### config.mk
export PLATFORM = sky130hd
export DESIGN_NAME = bemf_avg_flat
export DESIGN_NICKNAME = d
export VERILOG_FILES = /design/src/rtl/bemf_avg_if.sv /design/src/rtl/bemf_avg.sv /design/src/flat_wrapper.sv
export SDC_FILE = /design/constraint.sdc
export NUM_CORES = 1
export LEC_CHECK = 0
export BUFFER_PORTS_ARGS = -buffer_cell sky130_fd_sc_hd__buf_2
export CORE_MARGIN = 2
export CORE_UTILIZATION = 40
export CTS_CLUSTER_DIAMETER = 40
export CTS_CLUSTER_SIZE = 10
export DETAILED_ROUTE_END_ITERATION = 16
export GPL_TIMING_DRIVEN = 0
export PLACE_DENSITY_LB_ADDON = 0.15
export REMOVE_ABC_BUFFERS = 1
export SLEW_MARGIN = 10
export SYNTH_ARGS = -nofsm -noshare
export SYNTH_HDL_FRONTEND = slang
export SYNTH_SLANG_ARGS = --single-unit
### constraint.sdc
create_clock -name Clk -period 3.5 [get_ports Clk]
set_input_delay 0 -clock Clk [delete_from_list [all_inputs] [get_ports Clk]]
set_output_delay 0 -clock Clk [all_outputs]
set_load 0.005 [all_outputs]
### src/rtl/bemf_avg_if.sv
// Read port of the shared back-EMF/current sample RAM.
// The averager drives the address and strobe; the RAM returns data one cycle later.
interface bemf_avg_if;
  logic [7:0]  RamAddr;
  logic        RamRd;
  logic [15:0] RamDataRd;

  modport master (output RamAddr, output RamRd, input RamDataRd);
  modport slave  (input RamAddr, input RamRd, output RamDataRd);
endinterface

### src/rtl/bemf_avg.sv
// Per-frame averager: reads the BEMF sample RAM after each frame and publishes
// the mean current and back-EMF sample of every axis.
//
// state | meaning
// IDLE  | waiting for an accepted Start
// ISSUE | one RAM address per cycle for the current group
// DRAIN | captures the sample of the last address
// DIV   | 19-cycle restoring divide of the group sum by N
// DONE  | publish all eight means, pulse Valid
module bemf_avg #(
  parameter int NUM_AXIS   = 4,
  parameter int SAMPLE_LSB = 3
) (
  input  logic        Clk,
  input  logic        Reset,
  input  logic        Start,
  input  logic        Idle,
  input  logic [3:0]  CurrentReadings,
  input  logic [3:0]  BemfReadings,
  bemf_avg_if.master  ram,
  output logic [51:0] CurrentAvg,
  output logic [51:0] BemfAvg,
  output logic        Valid,
  output logic        Busy,
  output logic        Overrun,
  input  logic        OverrunClr
);
  localparam int NumGroups = 2 * NUM_AXIS;

  typedef enum logic [2:0] {IDLE, ISSUE, DRAIN, DIV, DONE} stateT;
  stateT state, stateNext;

  logic [6:0]  nCur, nBemf, nGroup, sampleCnt;
  logic [2:0]  group;
  logic [7:0]  addr;
  logic [18:0] acc;
  logic [6:0]  rem, remNext;
  logic [7:0]  remShift;
  logic [4:0]  divCnt;
  logic [18:0] qNext;
  logic [12:0] quot, sample;
  logic [12:0] stage [NumGroups];
  logic        rdValid, qBit, lastIssue, divLast, groupLast, accept, abort;
  logic        unusedLsbs;

  assign accept     = (state == IDLE) && Start && Idle;
  assign abort      = (state != IDLE) && !Idle;
  assign nGroup     = group[2] ? nBemf : nCur;
  assign lastIssue  = sampleCnt == nGroup - 7'd1;
  assign divLast    = divCnt == 5'd18;
  assign groupLast  = group == 3'(NumGroups - 1);
  assign sample     = ram.RamDataRd[SAMPLE_LSB +: 13];
  assign unusedLsbs = ^ram.RamDataRd[SAMPLE_LSB-1:0];
  assign ram.RamAddr = addr;
  assign ram.RamRd   = (state == ISSUE);

  // acc holds the group sum, then shifts into the quotient during DIV
  always_comb begin
    remShift = {rem, acc[18]};
    qBit     = remShift >= {1'b0, nGroup};
    remNext  = qBit ? 7'(remShift - {1'b0, nGroup}) : remShift[6:0];
    qNext    = {acc[17:0], qBit};
    quot     = (|qNext[18:13]) ? 13'h1FFF : qNext[12:0];
  end

  always_ff @(posedge Clk) begin
    if (Reset) state <= IDLE;
    else       state <= stateNext;
  end

  always_comb begin
    stateNext = state;
    case (state)
      IDLE:    if (accept) stateNext = ISSUE;
      ISSUE:   if (lastIssue) stateNext = DRAIN;
      DRAIN:   stateNext = DIV;
      DIV:     if (divLast) stateNext = groupLast ? DONE : ISSUE;
      DONE:    stateNext = IDLE;
      default: stateNext = IDLE;
    endcase
    if (abort) stateNext = IDLE;
  end

  always_ff @(posedge Clk) begin
    if (Reset) begin
      nCur       <= '0;
      nBemf      <= '0;
      sampleCnt  <= '0;
      group      <= '0;
      addr       <= '0;
      acc        <= '0;
      rem        <= '0;
      divCnt     <= '0;
      rdValid    <= 1'b0;
      CurrentAvg <= '0;
      BemfAvg    <= '0;
      Valid      <= 1'b0;
      Busy       <= 1'b0;
      Overrun    <= 1'b0;
      for (int i = 0; i < NumGroups; i++) stage[i] <= '0;
    end else begin
      Valid   <= 1'b0;
      rdValid <= 1'b0;
      if (abort) begin
        Busy    <= 1'b0;
        Overrun <= 1'b1;
      end else begin
        if (OverrunClr) Overrun <= 1'b0;
        case (state)
          IDLE: if (accept) begin
            nCur      <= {1'b0, CurrentReadings, 2'b00} + 7'd4;
            nBemf     <= {1'b0, BemfReadings, 2'b00} + 7'd4;
            group     <= '0;
            addr      <= '0;
            sampleCnt <= '0;
            acc       <= '0;
            Busy      <= 1'b1;
          end
          ISSUE: begin
            rdValid <= 1'b1;
            if (!lastIssue) begin
              addr      <= addr + 8'd1;
              sampleCnt <= sampleCnt + 7'd1;
            end
          end
          DRAIN: begin
            rem    <= '0;
            divCnt <= '0;
          end
          DIV: begin
            acc    <= qNext;
            rem    <= remNext;
            divCnt <= divCnt + 5'd1;
            if (divLast) begin
              stage[group] <= quot;
              if (!groupLast) begin
                group     <= group + 3'd1;
                addr      <= addr + 8'd1;
                sampleCnt <= '0;
                acc       <= '0;
              end
            end
          end
          DONE: begin
            CurrentAvg <= {stage[3], stage[2], stage[1], stage[0]};
            BemfAvg    <= {stage[7], stage[6], stage[5], stage[4]};
            Valid      <= 1'b1;
            Busy       <= 1'b0;
          end
          default: ;
        endcase
        if (rdValid) acc <= acc + 19'(sample);
      end
    end
  end
endmodule

### src/flat_wrapper.sv
// flat-port wrapper written by rule: the top's interface ports become plain ports
module bemf_avg_flat 
#(
  parameter int NUM_AXIS   = 4,
  parameter int SAMPLE_LSB = 3
)
  (Clk, Reset, Start, Idle, CurrentReadings, BemfReadings, CurrentAvg, BemfAvg, Valid, Busy, Overrun, OverrunClr, ram_RamAddr, ram_RamRd, ram_RamDataRd);
  bemf_avg_if ram_i ();
  input  logic Clk;
  input  logic Reset;
  input  logic Start;
  input  logic Idle;
  input  logic [3:0] CurrentReadings;
  input  logic [3:0] BemfReadings;
  output logic [51:0] CurrentAvg;
  output logic [51:0] BemfAvg;
  output logic Valid;
  output logic Busy;
  output logic Overrun;
  input  logic OverrunClr;
  output wire logic [$bits(ram_i.RamAddr)-1:0] ram_RamAddr;
  output wire logic [$bits(ram_i.RamRd)-1:0] ram_RamRd;
  input wire logic [$bits(ram_i.RamDataRd)-1:0] ram_RamDataRd;
  assign ram_RamAddr = ram_i.RamAddr;
  assign ram_RamRd = ram_i.RamRd;
  assign ram_i.RamDataRd = ram_RamDataRd;
  bemf_avg #(.NUM_AXIS(NUM_AXIS), .SAMPLE_LSB(SAMPLE_LSB)) u_core (.Clk(Clk), .Reset(Reset), .Start(Start), .Idle(Idle), .CurrentReadings(CurrentReadings), .BemfReadings(BemfReadings), .ram(ram_i), .CurrentAvg(CurrentAvg), .BemfAvg(BemfAvg), .Valid(Valid), .Busy(Busy), .Overrun(Overrun), .OverrunClr(OverrunClr));
endmodule
# == Word-level counts from Yosys, hierarchy flattened ==
# Memories as Yosys holds them, arrays and structs flattened. A register that Yosys moved wholly into a read port is not among the register bits.
# Cells that the tools add are included.
# totals
mem_bits_rw,104
inputBits,29
output_inout_bits,116
memories,1
regBits,70
word_cells,106
# op_classes
n_bitwise,1
reduce_logical,23
eq_ne,13
order_cmp,1
n_addsub,9
mux,45
# mem_list
memory,words,width,read_ports,rd_clocked_by_memory_dff,wr,line_no,text
u_core.stage,8,13,8,8,8,bemf_avg.sv:42,logic [12:0] stage [NumGroups];
# op_table
operator,n
19-bit two-way mux,4
7-bit two-way mux,6
19-bit one-hot mux with 2 select lines,1
8-bit two-way mux,4
13-bit two-way mux,2
3-bit two-way mux,8
8-bit one-hot mux with 3 select lines,1
7-bit one-hot mux with 3 select lines,1
19-bit by 13-bit adder with 19-bit output,1
"6-bit by 3-bit adder with 7-bit output, second input constant",2
7-bit one-hot mux with 2 select lines,1
1-bit two-way mux,13
13-bit OR reduction,1
3-bit one-hot mux with 4 select lines,1
5-bit one-hot mux with 2 select lines,1
3-bit AND reduction,3
3-bit nonzero test,3
"8-bit by 1-bit adder with 8-bit output, second input constant",1
8-bit by 7-bit >= comparator with 1-bit output,1
2-bit nonzero test,4
"7-bit by 1-bit adder with 7-bit output, second input constant",1
7-bit equality test,1
"7-bit by 1-bit subtractor with 7-bit output, second input constant",1
7-bit subtractor,1
other kinds (20),29

# == Logic depth before layout (Yosys ltp) ==
# logic_depth
ltp_word,8
ltp_mapped,14
mapped_depth_nobuf,12

# == Worst setup path before layout ==
# Ideal clock, no wire load.
# synth_timing
kind,register -> register
start,register u_core.group[2]
end,"memory u_core.stage[0][0], data pin"
stages_incl_launch_ff,14
setup_time_ns,0.268
path_slack_ns,0.589
arrival_ns,2.643
period_less_slack_ns,2.911
cell_sequence,dfxtp_1 > buf_4 > mux2i_2 > inv_2 > ha_1 > inv_1 > fa_1 > a21o_1 > a21oi_1 > o31ai_1 > a211o_1 > clkbuf_1 > nor2_1 > nor2_1
# synth_rtl
item,line_no,text
from (decl),bemf_avg.sv:34,logic [2:0] group;
from (signal assigned),bemf_avg.sv:137,group <= group + 3'd1;
to (decl),bemf_avg.sv:42,

# == Worst setup path after layout ==
# layout_timing
start,register u_core.group[2]
end,register u_core.sampleCnt[5]
# layout_between
elab_chain_len,5
elab_cells_between_ends,7
cone_classes,1 x add/sub; 4 x eq/ne; 1 x mux; 1 x reduce/logical
# layout_lines
item,line_no,text
7-bit two-way mux,bemf_avg.sv:48,assign nGroup = group[2] ? nBemf : nCur;
7-bit by 1-bit subtractor with 7-bit output,bemf_avg.sv:49,assign lastIssue = sampleCnt == nGroup - 7'd1;
7-bit equality test,bemf_avg.sv:49,
2-bit inequality test (no line),--,
6-bit AND reduction (no line) (*),--,
to (signal assigned),bemf_avg.sv:123,sampleCnt <= sampleCnt + 7'd1;
to (decl),bemf_avg.sv:33,"logic [6:0] nCur, nBemf, nGroup, sampleCnt;"
# Every way passes the cells marked *; elsewhere a longest branch is shown, timed or not.
# A chain may end at the register's enable or synchronous reset.

==> metrics.txt <==
crit path max fanout 14; FILL cells 2,703; Initial Utilization 0.4081; Worst-path clk slew 0.05 ns; Chip Width 172.8 um; CTS buffer count 42; worst r2r src u_core.group[2]$_SDFFE_PP0P_; peak supply drop 0.3463 mV; first-pass GRT wire length 44.58 mm; antenna violations before repair 0; vias in the first global route 8,265; critical path class flip-flop to flip-flop; initial DRC count 480; Clock Tree Root clkbuf_16; Via density 5.018; final WL 28.31 mm; layout cells sized above 1 0.1779; Worst R2R End u_core.sampleCnt[5]$_SDFFE_PP0P_; beginning of the critical path u_core.group[2]$_SDFFE_PP0P_; ys async rst share 0; CTS tree yes; Crit path required time 3.90 ns; largest net degree at the start of global routing 110; vias 8,806; gpl congestion 0.8396; final hold vios 0; leading cell types in the layout, fill and taps excluded nand2_1, nor2_1, dfxtp_1, buf_2, a21oi_1; total grt overflow 0; Die Height 172.8 um; LEAKAGE 5.276 nW; Nets 1,403; Post-synth EDFFs 104; slew at the pin closest to its max-slew limit 1.265 ns; Critical Path AT 3.65 ns; status completed; fin cells 1,755; multi-input logic area 4586 um^2; die area 29,870 um^2; worst relative slew slack 0.1536; Final WS setup 0.2530 ns; antenna cells 0; wire per inst 16.13 um; top_reg_cell synth dfxtp_1; Final period util 0.9277; Maximum Capacitance Violations 0; pre-CTS setup slack -0.4586 ns; Clock Latency Late Sink 0.52 ns; Area Growth Syn to Fin 22.93%; CTS max path bufs 3; flop2flop setup slack 0.25 ns; post-synth cell types 68; Max Fclk 0.3080 GHz; Final ANT Viol Nets 0; H-tree Lvls 2; Cells after Synth 1,210; Critical path destination u_core.sampleCnt[5]$_SDFFE_PP0P_; DRC Markers 0; CORE AREA 27,930 um^2; Post-Syn Area 11,400 um^2; row cnt 61; post-DP HPWL 17.57 mm; Synth Area per Inst 9.421 um^2; Tmin final 3.247 ns; endpoint class of the critical path flip-flop; Seq/Total Area, Yosys 0.5725; FF-to-FF path depth 8; leading cell type in the layout, fill and taps excluded nand2_1; Synth warnings 0; pwr/cell area 580.1 nW/um^2; Cell Count Post-Placement 1,659; Min-Delay Path Class input port to flip-flop; Top-Level Pins 145; DRT Pass-1 Iters 5; Sequential cell area 6528 um^2; RSZ-0062 raised after global routing false; WHS Path Cells 4; Worst Clk Skew 0.02018 ns; Port Buf Inserts 141; Final Max Tran Viols 0; type of origin of the critical path flip-flop; clk sink count 274; Seq cells post-synth 274; Total GRT Usage 0.1842; buffer count from post-CTS setup fixing 0; setup violators final 0
[power by group]
group	internal [mW]	total (mW)	leakage [nW]	switching, mW
logic	0.203	0.647	2.24	0.444
registers	3.40	3.46	2.36	0.0568
clock network	2.59	4.02	0.671	1.43
[cells in the mapped netlist (all sizes together) (3+ instances only)]
cell	instances	area [um^2]
mux2i	12	127.6
or4	3	22.52
a21oi	137	689.4
xor2	14	122.6
a211oi	11	82.58
buf	9	40.04
dfxtp	170	3403
nor4	5	31.28
o21a	7	52.55
nand4	11	68.82
or2	3	18.77
and3	7	51.29
a2bb2oi	5	43.79
ha	27	337.8
and2	3	18.77
clkbuf	64	260.3
o211ai	3	22.52
a31oi	11	68.82
inv	17	63.81
or3	5	33.78
nor3	24	120.1
edfxtp	104	3123
nand2b	10	62.56
xnor2	19	166.4
o21ai	15	78.82
nor2b	6	37.54
nor2	181	679.4
a221oi	14	122.6
nand2	252	945.9
a21o	9	68.82
a2111oi	6	72.57
nand3	17	85.08
[state kept, by name, summed over array words and instances, names as in the netlist]
register / flops
u_core.state: 3
u_core.Busy: 1
u_core.divCnt: 5
u_core.sampleCnt: 7
u_core.nBemf: 5
u_core.acc: 19
u_core.nCur: 5
u_core.rem: 7
u_core.group: 3
u_core.Overrun: 1
u_core.ram.RamAddr: 8
u_core.rdValid: 1
u_core.Valid: 1
CurrentAvg: 52
BemfAvg: 52
u_core.stage: 104
[worst max-delay path, stage by stage, from the launching register on]
cell      delay (ns)
dfxtp_2         0.56
mux2i_1         0.48
ha_1            0.29
xor2_1          0.16
nor2_1          0.08
o311ai_2        0.77
and3_4          0.35
or3_1           0.12
mux2_1          0.31
[logic make-up after synthesis]
| kind of cell | Yosys count | synth area share |
|---|---|---|
| xor gates and xnor gates | 33 | 0.02535 |
| muxes | 14 | 0.01317 |
| DFF | 274 | 0.5725 |
| buffers and inverters | 92 | 0.03304 |
| adders and majority gates | 29 | 0.03315 |
| and+or+nand+nor | 537 | 0.1986 |
| AOI/OAI and AO/OA | 231 | 0.1242 |
[metal layers]
metal	routed length [um]	share of wire	GRT usage
met5	0	0	0
met4	539	0.019	0.04873
met3	1267	0.045	0.03562
met1	13060	0.46	0.2419
met2	13450	0.47	0.3117
[area by class of cell]
class,count,area share
Sequential cell,274,0.4658
Multi-Input combinational cell,844,0.3272
Clock buffer,60,0.08509
Timing Repair Buffer,165,0.07125
Tap cell,378,0.03375
Clock inverter,16,0.01205
Inverter,18,0.004821
[what timing repair did]
item                                   CTS  global route
setup endpoints to repair               35           115
hold buffers                            20             0
endpoints found under the hold margin   40             0
gates resized for setup                  5            11
[worst min path at each step]
stage                               start                            to  slack (ns)
after global routing                 Idle   u_core.Overrun$_SDFFE_PP0P_        0.09
final                                Idle   u_core.Overrun$_SDFFE_PP0P_        0.04
after global placement    BemfReadings[0]  u_core.nBemf[2]$_SDFFE_PP0P_        0.22
after CTS                            Idle   u_core.Overrun$_SDFFE_PP0P_        0.03
after floorplan                     Reset       BemfAvg[0]$_SDFFE_PP0P_        0.07
after detailed placement  BemfReadings[0]  u_core.nBemf[2]$_SDFFE_PP0P_        0.22
[metrics by stage]
stage | setup TNS (ns) | instance area, um^2 | utilization | total power [mW] | hold WS (ns)
3_3_place_gp | -252.21 | 12270 | 0.4392 | 4.137 | 0.2194
6_report | 0 | 14010 | 0.5017 | 8.129 | 0.04353
2_1_floorplan | 0 | 11090 | - | 3.880 | 0.06907
4_1_cts | 0 | 13970 | 0.5003 | 8.206 | 0.03057
5_1_grt | 0 | 14010 | 0.5017 | 8.417 | 0.09158
3_5_place_dp | -3.719 | 12390 | 0.4437 | 4.151 | 0.2223
No activity file was read; power rests on OpenSTA's default activity.
